File: config.mk
export PLATFORM = sky130hd
export DESIGN_NAME = coin_credit_fsm
export DESIGN_NICKNAME = d
export VERILOG_FILES = /design/src/rtl/coin_credit_fsm.sv
export SDC_FILE = /design/constraint.sdc
export NUM_CORES = 1
export LEC_CHECK = 0
export CAP_MARGIN = 20
export CORE_UTILIZATION = 55
export DETAILED_ROUTE_END_ITERATION = 7
export GPL_ROUTABILITY_DRIVEN = 1
export GPL_TIMING_DRIVEN = 0
export PLACE_DENSITY = 0.95
export SLEW_MARGIN = 40
export SYNTH_ARGS = -nofsm -noshare
export SYNTH_HDL_FRONTEND = slang
export SYNTH_SLANG_ARGS = --single-unit
File: constraint.sdc
create_clock -name clk -period 7.1 [get_ports clk]
set_clock_uncertainty 0.15 [all_clocks]
set_input_delay 1.065 -clock clk [delete_from_list [all_inputs] [get_ports clk]]
set_output_delay 1.065 -clock clk [all_outputs]
set_load 0.02 [all_outputs]
File: src/rtl/coin_credit_fsm.sv
// Coin credit controller: accumulates coin credit, runs the vend handshake with the brewer,
// then pays remaining credit back one unit per change_ack.
module coin_credit_fsm #(
  parameter int                           NUM_COINS   = 2,
  parameter int                           COIN_W      = 4,
  parameter logic [NUM_COINS*COIN_W-1:0]  COIN_VALUES = {4'd5, 4'd1},
  parameter int                           CREDIT_W    = 8,
  parameter int                           CREDIT_MAX  = 99
) (
  input  logic                 clk,
  input  logic                 reset_n,
  input  logic [NUM_COINS-1:0] coin,
  input  logic                 cancel,
  input  logic                 select,
  input  logic [CREDIT_W-1:0]  price,
  input  logic                 vend_done,
  input  logic                 change_ack,
  output logic [CREDIT_W-1:0]  credit,
  output logic                 coin_reject,
  output logic                 short,
  output logic                 vend_req,
  output logic                 change_req,
  output logic                 busy,
  output logic [1:0]           state_dbg
);

  typedef enum logic [1:0] {
    S_IDLE   = 2'd0,
    S_ACCUM  = 2'd1,
    S_VEND   = 2'd2,
    S_CHANGE = 2'd3
  } state_e;

  localparam logic [CREDIT_W:0] CREDIT_MAX_EXT = (CREDIT_W+1)'(CREDIT_MAX);

  state_e              state_q, state_d;
  logic [CREDIT_W-1:0] credit_q, credit_d;
  logic                coin_reject_q, coin_reject_d;
  logic                short_q, short_d;
  logic                vend_req_q, vend_req_d;
  logic                change_req_q, change_req_d;
  logic                busy_q, busy_d;

  logic                cand_hit;
  logic [COIN_W-1:0]   cand_val;
  logic [CREDIT_W:0]   coin_sum;
  logic                coin_fits;
  logic                coin_multi;
  logic                coin_any;
  logic                coin_en;

  // Lowest-index asserted channel is the only coin that can be credited.
  always_comb begin
    cand_hit = 1'b0;
    cand_val = '0;
    for (int i = NUM_COINS - 1; i >= 0; i--) begin
      if (coin[i]) begin
        cand_hit = 1'b1;
        cand_val = COIN_VALUES[i*COIN_W +: COIN_W];
      end
    end
  end

  assign coin_sum   = {1'b0, credit_q} + (CREDIT_W+1)'(cand_val);
  assign coin_fits  = cand_hit && (coin_sum <= CREDIT_MAX_EXT);
  assign coin_multi = |(coin & (coin - NUM_COINS'(1)));
  assign coin_any   = |coin;

  always_comb begin
    state_d       = state_q;
    credit_d      = credit_q;
    coin_reject_d = 1'b0;
    short_d       = 1'b0;
    vend_req_d    = vend_req_q;
    change_req_d  = change_req_q;
    coin_en       = 1'b0;

    unique case (state_q)
      S_IDLE: begin
        short_d = select;
        coin_en = 1'b1;
      end
      S_ACCUM: begin
        if (cancel) begin
          state_d      = S_CHANGE;
          change_req_d = (credit_q != '0);
        end else if (select && (price != '0) && (credit_q >= price)) begin
          state_d    = S_VEND;
          credit_d   = credit_q - price;
          vend_req_d = 1'b1;
        end else begin
          // A refused select leaves the coin path free this cycle.
          short_d = select;
          coin_en = 1'b1;
        end
      end
      S_VEND: begin
        if (vend_done) begin
          vend_req_d = 1'b0;
          if (credit_q != '0) begin
            state_d      = S_CHANGE;
            change_req_d = 1'b1;
          end else begin
            state_d = S_IDLE;
          end
        end
      end
      S_CHANGE: begin
        if (change_ack && (credit_q != '0)) begin
          credit_d = credit_q - CREDIT_W'(1);
          if (credit_q == CREDIT_W'(1)) begin
            change_req_d = 1'b0;
            state_d      = S_IDLE;
          end
        end
      end
      default: state_d = S_IDLE;
    endcase

    if (coin_en && coin_fits) begin
      credit_d      = coin_sum[CREDIT_W-1:0];
      state_d       = S_ACCUM;
      coin_reject_d = coin_multi;
    end else begin
      coin_reject_d = coin_any;
    end

    busy_d = (state_d == S_VEND) || (state_d == S_CHANGE);
  end

  always_ff @(posedge clk) begin
    if (!reset_n) begin
      state_q       <= S_IDLE;
      credit_q      <= '0;
      coin_reject_q <= 1'b0;
      short_q       <= 1'b0;
      vend_req_q    <= 1'b0;
      change_req_q  <= 1'b0;
      busy_q        <= 1'b0;
    end else begin
      state_q       <= state_d;
      credit_q      <= credit_d;
      coin_reject_q <= coin_reject_d;
      short_q       <= short_d;
      vend_req_q    <= vend_req_d;
      change_req_q  <= change_req_d;
      busy_q        <= busy_d;
    end
  end

  assign credit      = credit_q;
  assign coin_reject = coin_reject_q;
  assign short       = short_q;
  assign vend_req    = vend_req_q;
  assign change_req  = change_req_q;
  assign busy        = busy_q;
  assign state_dbg   = state_q;

endmodule
# Word level (Yosys, flattened, before mapping)
# Cells that the tools add are included.
[totals]
regBits = 15
input_bits = 16
out_inout_bits = 15
wordCells = 81
[classes]
n_addsub = 4
n_lt_le_gt_ge = 2
eq_ne = 16
n_mux = 34
n_bitwise = 1
reduce_logical = 17
[op_table]
columns = ["operator", "count"]
rows = [
  ["two-way mux 8 bit", 4],
  ["case mux 8 bit (2 select lines)", 1],
  ["nonzero test 8 bit", 2],
  ["two-way mux 1 bit", 15],
  ["two-way mux 2 bit", 7],
  ["inequality test 2 bit (second input constant)", 7],
  ["adder 8 x 4 -> 9 bit", 1],
  ["less-or-equal comparator 9 x 7 -> 1 bit (second input constant)", 1],
  ["inequality test 3 bit (second input constant)", 3],
  ["equality test 2 bit (second input constant)", 4],
  ["equality test 8 x 1 -> 1 bit (second input constant)", 1],
  [">= comparator 8 bit", 1],
  ["AND reduction 4 bit", 2],
  ["subtractor 8 x 1 -> 8 bit (second input constant)", 1],
  ["subtractor 8 bit", 1],
  ["case mux 1 bit (2 select lines)", 3],
  ["case mux 2 bit (3 select lines)", 1],
  ["AND reduction 6 bit", 1],
  ["nonzero test 3 bit", 2],
  ["logical AND 1 bit", 5],
  ["two-way mux 4 bit", 1],
  ["OR reduction 2 bit", 2],
  ["two-way mux 3 bit", 1],
  ["case mux 1 bit (3 select lines)", 1],
  ["other kinds (6)", 6],
]

# Logic depth before layout (Yosys ltp)
# Gate-level depths: netlist of the first run.
[depth]
word_depth = 10
depth_mapped = 13
mapped_depth_nobuf = 11

# Least setup slack after synthesis of the first run
# No wires, ideal clock.
[synth_timing]
path_type = "input -> register"
start = "input port price[0]"
end = "register credit_q[6], in the netlist credit[6]"
setup_ns = 0.074
arrival_ns = 3.260
required_time_ns = 6.876
setup_slack_ns = 3.616
stages = 10
path_buffers = 1
path_cell_list = "ha_1 > fa_1 > nand2b_1 > a21oi_1 > o21ai_1 > a2111oi_2 > a31oi_1 > buf_2 > a211o_1 > a31oi_1"
[synth_via]
elab_chain_len = 9
word_cells_on_any_way = 18
cone_classes = "add/sub: 1; order compare: 1; eq/ne: 3; mux: 7; reduce/logical: 6"
[synth_lines]
columns = ["item", "line_no", "text"]
rows = [
  ["start, declared", "15", "input logic [CREDIT_W-1:0] price,"],
  ["parallel branches: the longest is 9 deep, another holds >= comparator 8 bit", "n/a", ""],
  ["end signal, assigned", "142", "credit_q <= credit_d;"],
  ["end, declared", "37", "logic [CREDIT_W-1:0] credit_q, credit_d;"],
]
# Several ways; the timed one is not identified. The select of a mux whose other input is x is not followed.
# A chain may end at the register's enable or synchronous reset.

# Worst setup path in the final report of the first run
# Same ends and word-level chain as after synthesis.

==> results of run 1 <==
-- cell families (layout without fill, tap and decap cells) --
logic type,after synthesis,in the layout,synth area share
and+or+nand+nor,83,83,0.263
AOI/OAI and AO/OA,67,67,0.297
buffers and inverters,31,65,0.0760
DFF,15,15,0.188
adders and majority gates,14,14,0.114
xor gates and xnor gates,10,10,0.0549
muxes,1,1,0.00627
-- through the flow --
stage / cell area (sq um) / worst slack (ns) / utilization
final: 1960 / 3.00 / 0.712
after global routing: 1960 / 2.75 / 0.712
after CTS: 1960 / 3.03 / 0.712
after detailed placement: 1940 / 2.72 / 0.702
after global placement: 1940 / 2.74 / 0.702
after floorplan: 1600 / 3.62 / -
-- placed cells by master, fill, tap and decap left out, drive strengths merged, types with 3 or more instances in the layout --
cell type,instances
a21o,3
a21oi,19
a22oi,3
a31oi,6
buf,4
clkbuf,13
clkdlybuf4s50,30
dfxtp,15
ha,13
inv,17
nand2,21
nand3,8
nand4,5
nor2,17
nor2b,5
nor3,8
nor4,3
o21ai,11
o221ai,3
o31ai,3
o32a,3
or3,4
xnor2,5
xor2,5
-- area by class of cell --
class	instances	area (sq um)
inverter	17	63.8
clock buffer	3	22.5
multi-input combinational	175	1170
tap	31	38.8
timing repair buffer	30	300
buffer	14	57.6
sequential	15	300
fill	225	795
clock inverter	1	5.00
-- worst max-delay path, delay by kind of cell --
kind                       cells  cell delay, ns
adders and majority gates      2            0.63
buffers and inverters          2            0.69
AOI/OAI and AO/OA              6            1.60
and+or+nand+nor                1            0.18
-- layer usage --
metal,wire (um),global-route usage
met3,321,0.0442
met1,1900,0.381
met5,0,0
met4,136,0.115
met2,1920,0.463
-- path summary, 6_finish.rpt --
kind / startpoint / to / slack, ns / cells past startpoint
worst max-delay path: price[0] / credit[6]$_SDFFE_PN0P_ / 3.00 / 11
worst min-delay path: vend_req$_SDFFE_PN0P_ / vend_req$_SDFFE_PN0P_ / 0.35 / 2
worst max register to register: credit[0]$_SDFFE_PN0P_ / credit[6]$_SDFFE_PN0P_ / 3.63 / 11
worst min register to register: vend_req$_SDFFE_PN0P_ / vend_req$_SDFFE_PN0P_ / 0.35 / 2
-- power breakdown --
part / internal (uW) / switching, uW
Sequential: 89.5 / 7.83
Combinational: 55.5 / 72.6
Clock: 20.9 / 29.5
-- sequential cells by signal, indices dropped and copies added, names as in the netlist --
signal	cells
busy	1
change_req	1
coin_reject	1
credit	8
short	1
state_dbg	2
vend_req	1
==> flow_summary_export.csv, run 1 <==
group,metric,value,unit
drt,via_count,1799,
timing,hold_viol_final,0,
floorplanning,start_util,0.579,
place,placed_cells,282,
clock_network,numClockSinks,15,
finish,drive_gt1_frac,0.0627,
grt,antenna_found_initial,0,
pwr,power_density,141,nW/um^2
drt,ant_nets,0,
timing,setup_tns,0,ns
yosys,synth_area_leaders,"dfxtp_1 (19%), ha_1 (10%), a21oi_1 (6.0%)",
drt,via_per_inst,6.29,
pwr,total_power,276,uW
clock_network,cts-htree-levels,1,
grt,grt_pass1_vias,1565,
critical_path,cp_cell_sequence,"clkdlybuf4s50_1 -> ha_1 -> fa_1 -> nand2b_1 -> a21oi_1 -> o21ai_1 -> a2111oi_2 -> a31oi_1 -> buf_2 -> a211o_1 -> a31oi_1",
drt,dr.first_iter.drc_count,55,
yosys,synth_area_per_cell,7.22,sq um
critical_path,endpoint_kind,"flop",
yosys,synth_cell_type_count,51,
timing,min_period,4.10,ns
place,portBuffers,30,
finish,syn_to_final_growth,23.0,%
critical_path,cp_slowest_stage_delay,0.61,ns
grt,track_usage,0.286,
critical_path,required,7.18,ns
floorplanning,core,2760,sq um
critical_path,cp.arrival,4.17,ns
critical_path,critPathKind,"input pin to flop",
yosys,synthesis.area,1600,sq um
clock_network,hold_buffers,0,
critical_path,critical_path.max_fanout,10,
place,gp_congestion,0.993,
clock_network,cts_tree,"yes",
yosys,synthTopCellsByCount,"nand2_1 (21), a21oi_1 (19), inv_1 (17), nor2_1 (17), dfxtp_1 (15)",
pwr,ir_drop,0.000175,V
yosys,synth_top_area_share,0.188,
critical_path,crit_slowest_cell,"a2111oi_2",
grt,grt_pass1_wl,7120,um
clock_network,clockBufferDepth,2,
finish,antenna_cells,0,
yosys,yosys.area.top_type,"dfxtp_1",
drt,finalWirelength,4270,um
run,cap_viol_max_count,0,
grt,grt_max_degree,11,
yosys,synthArstFlopShare,0,
drt,drc_errors,0,
timing,worstMarginPinSlew,0.765,ns
timing,timing.final.crit_share,0.577,
worst_hold_path,hold_class,"flop to flop",
drt,wl_per_cell,14.9,um
clock_network,cts-root-buf,"clkbuf_4",
pwr,cellLeakagePower,0.000780,uW
timing,finalHoldWorstSlack,0.346,ns
yosys,syn-instance-count,221,
drt,dr.pass1.iters,6,
yosys,yosysWarnings,0,
yosys,ys_seq_area_frac,0.188,
critical_path,crit_path_frequent_cell,"a31oi_1",
yosys,synth_edf_count,0,
yosys,synthFlopType,"dfxtp_1",
clock_network,clock_latency,0.29,ns
timing,fmax,244,MHz
grt,grt.overflow.total,0,
floorplanning,die_area,3120,sq um
status,run_status,"finished clean",
critical_path,start_kind,"input pin",
timing,grt_setup_unrepaired,"no",
clock_network,cts_buffers,3,
yosys,synth_nets,251,
clock_network,clk_pin_slew,0.10,ns
finish,layout.nets,286,
timing,drv_slew,0,
finish,fin_cells,286,
yosys,synth_most_common_cell,"nand2_1",
yosys,synth_seq_cells,15,
clock_network,cts_resized,0,
floorplanning,io_pins,31,
timing,max_slew_margin,0.486,
place,dp_hpwl,3230,um
floorplanning,die_x,55.9,um
floorplanning,dieHeight,55.9,um
floorplanning,rows,19,
clock_network,cts_setup_buffers,0,
timing,setup_violations,0,
Power figures use the tool's default switching activity.
==> run 2, diff against run 1 <==
- CORE_UTILIZATION: 55 -> 52
- PLACE_DENSITY: 0.95 -> 0.91
- clock period: 7.1 -> 4.1 ns (I/O delays scaled with it)
==> flow_summary_export.csv, run 2 (synthesis gave the netlist of run 1 again) <==
group,metric,value,unit
status,run_status,"finished with violations",
status,violations,"design-rule violations",
worst_hold_path,hold_class,"flop to flop",
critical_path,endpoint_kind,"flop",
place,postPlaceCellArea,1940,sq um
critical_path,cp_slowest_stage_delay,0.67,ns
place,gp_congestion,0.931,
finish,layout.nets,286,
grt,grt.overflow.total,0,
timing,max_slew_margin,0.503,
place,portBuffers,30,
drt,via_count,1790,
clock_network,numClockSinks,15,
pwr,ir_drop,0.000162,V
timing,grt_setup_unrepaired,"no",
finish,fillCellCount,221,
floorplanning,io_pins,31,
grt,grt_pass1_wl,7360,um
floorplanning,rows,19,
clock_network,hold_buffers,0,
finish,final_core_util,0.694,
finish,syn_to_final_growth,23.0,%
pwr,total_power,481,uW
floorplanning,start_util,0.564,
finish,antenna_cells,0,
clock_network,clk_pin_slew,0.10,ns
clock_network,cts_tree,"yes",
drt,dr.pass1.iters,8,
timing,fmax,269,MHz
timing,drv_slew,0,
finish,drive_gt1_frac,0.0627,
floorplanning,die_area,3300,sq um
critical_path,critical_path.max_fanout,10,
finish,multi_input_area,1170,sq um
drt,dr.first_iter.drc_count,77,
clock_network,clock_latency,0.29,ns
run,cap_viol_max_count,0,
clock_network,cts_resized,0,
floorplanning,die_x,57.4,um
drt,via_per_inst,6.26,
critical_path,cp.arrival,3.74,ns
critical_path,cp_cell_sequence,"clkdlybuf4s50_1 -> ha_1 -> fa_1 -> nand2b_1 -> a21oi_1 -> o21ai_1 -> a2111oi_2 -> a31oi_1 -> buf_2 -> a41oi_1 -> o21ai_1",
timing,setup_violations,0,
drt,ant_nets,0,
clock_network,cts_buffers,3,
place,dp_hpwl,3290,um
floorplanning,core,2830,sq um
critical_path,crit_slowest_cell,"a2111oi_2",
clock_network,cts_setup_buffers,0,
critical_path,crit_path_frequent_cell,"o21ai_1",
pwr,cellLeakagePower,0.000780,uW
finish,final_common_cell,"clkdlybuf4s50_1",
critical_path,critPathKind,"input pin to flop",
finish,final_cell_mix,"clkdlybuf4s50_1 (30), nand2_1 (21), a21oi_1 (19), inv_1 (17), nor2_1 (17)",
critical_path,required,4.11,ns
finish,regArea,300,sq um
clock_network,cts-root-buf,"clkbuf_4",
drt,drc_errors,3,
grt,grt_max_degree,11,
drt,finalWirelength,4330,um
grt,antenna_found_initial,0,
timing,hold_viol_final,0,
clock_network,cts-htree-levels,1,
finish,largest_reg_flops,8,
timing,worstMarginPinSlew,0.740,ns
drt,wl_per_cell,15.2,um
critical_path,start_kind,"input pin",
floorplanning,dieHeight,57.4,um
grt,grt_pass1_vias,1693,
clock_network,clockBufferDepth,2,
timing,min_period,3.72,ns
timing,timing.final.crit_share,0.908,
grt,track_usage,0.284,
finish,design_area,1960,sq um
pwr,power_density,245,nW/um^2
timing,setup_tns,0,ns
==> run 2: cell counts in the layout (fill, tap and decap cells not counted) <==
No cell type changed its count.
==> run 2: path summary, 6_finish.rpt <==
check                         start                     end  slack [ns]  cells past startpoint
max reg2reg  credit[0]$_SDFFE_PN0P_  credit[3]$_SDFFE_PN0P_        0.53                     11
min reg2reg   vend_req$_SDFFE_PN0P_   vend_req$_SDFFE_PN0P_        0.35                      2
max                        price[0]  credit[3]$_SDFFE_PN0P_        0.38                     11
min           vend_req$_SDFFE_PN0P_   vend_req$_SDFFE_PN0P_        0.35                      2
==> run 2: per-stage QoR <==
step,setup slack [ns],std cells,hold WS [ns]
floorplan,1.02,221,0.430
global placement,0.169,282,0.327
detailed placement,0.154,282,0.327
CTS,0.450,286,0.351
global route,0.171,286,0.407
finish,0.377,286,0.347
==> run 2: per-layer routing <==
layer / vias up / share of wire / track usage
met4: 0 / 0.014 / 0.108
met1: 808 / 0.43 / 0.363
met2: 87 / 0.46 / 0.487
met3: 10 / 0.086 / 0.0317
li1: 885 / - / -
met5: - / 0 / 0
==> run 2: where the power goes <==
group          switching [uW]  internal (uW)
logic                     127           96.0
registers                14.1            155
clock network            52.8           36.3
==> run 2: area by class of cell <==
cell class              instances  area share
multi-input cells             175       0.598
well taps                      31      0.0198
repair buffers                 30       0.153
plain buffers                  14      0.0293
clock inverters                 1     0.00255
clock buffers                   3      0.0115
inverters                      17      0.0325
flip-flops and latches         15       0.153
==> run 2: critical path, delay by kind of cell <==
kind	cells	cell delay (ns)
adder cells (fa/ha/maj)	2	0.63
AND/OR/NAND/NOR	1	0.18
AO/OA/AOI/OAI	6	1.62
buffers and inverters	2	0.69
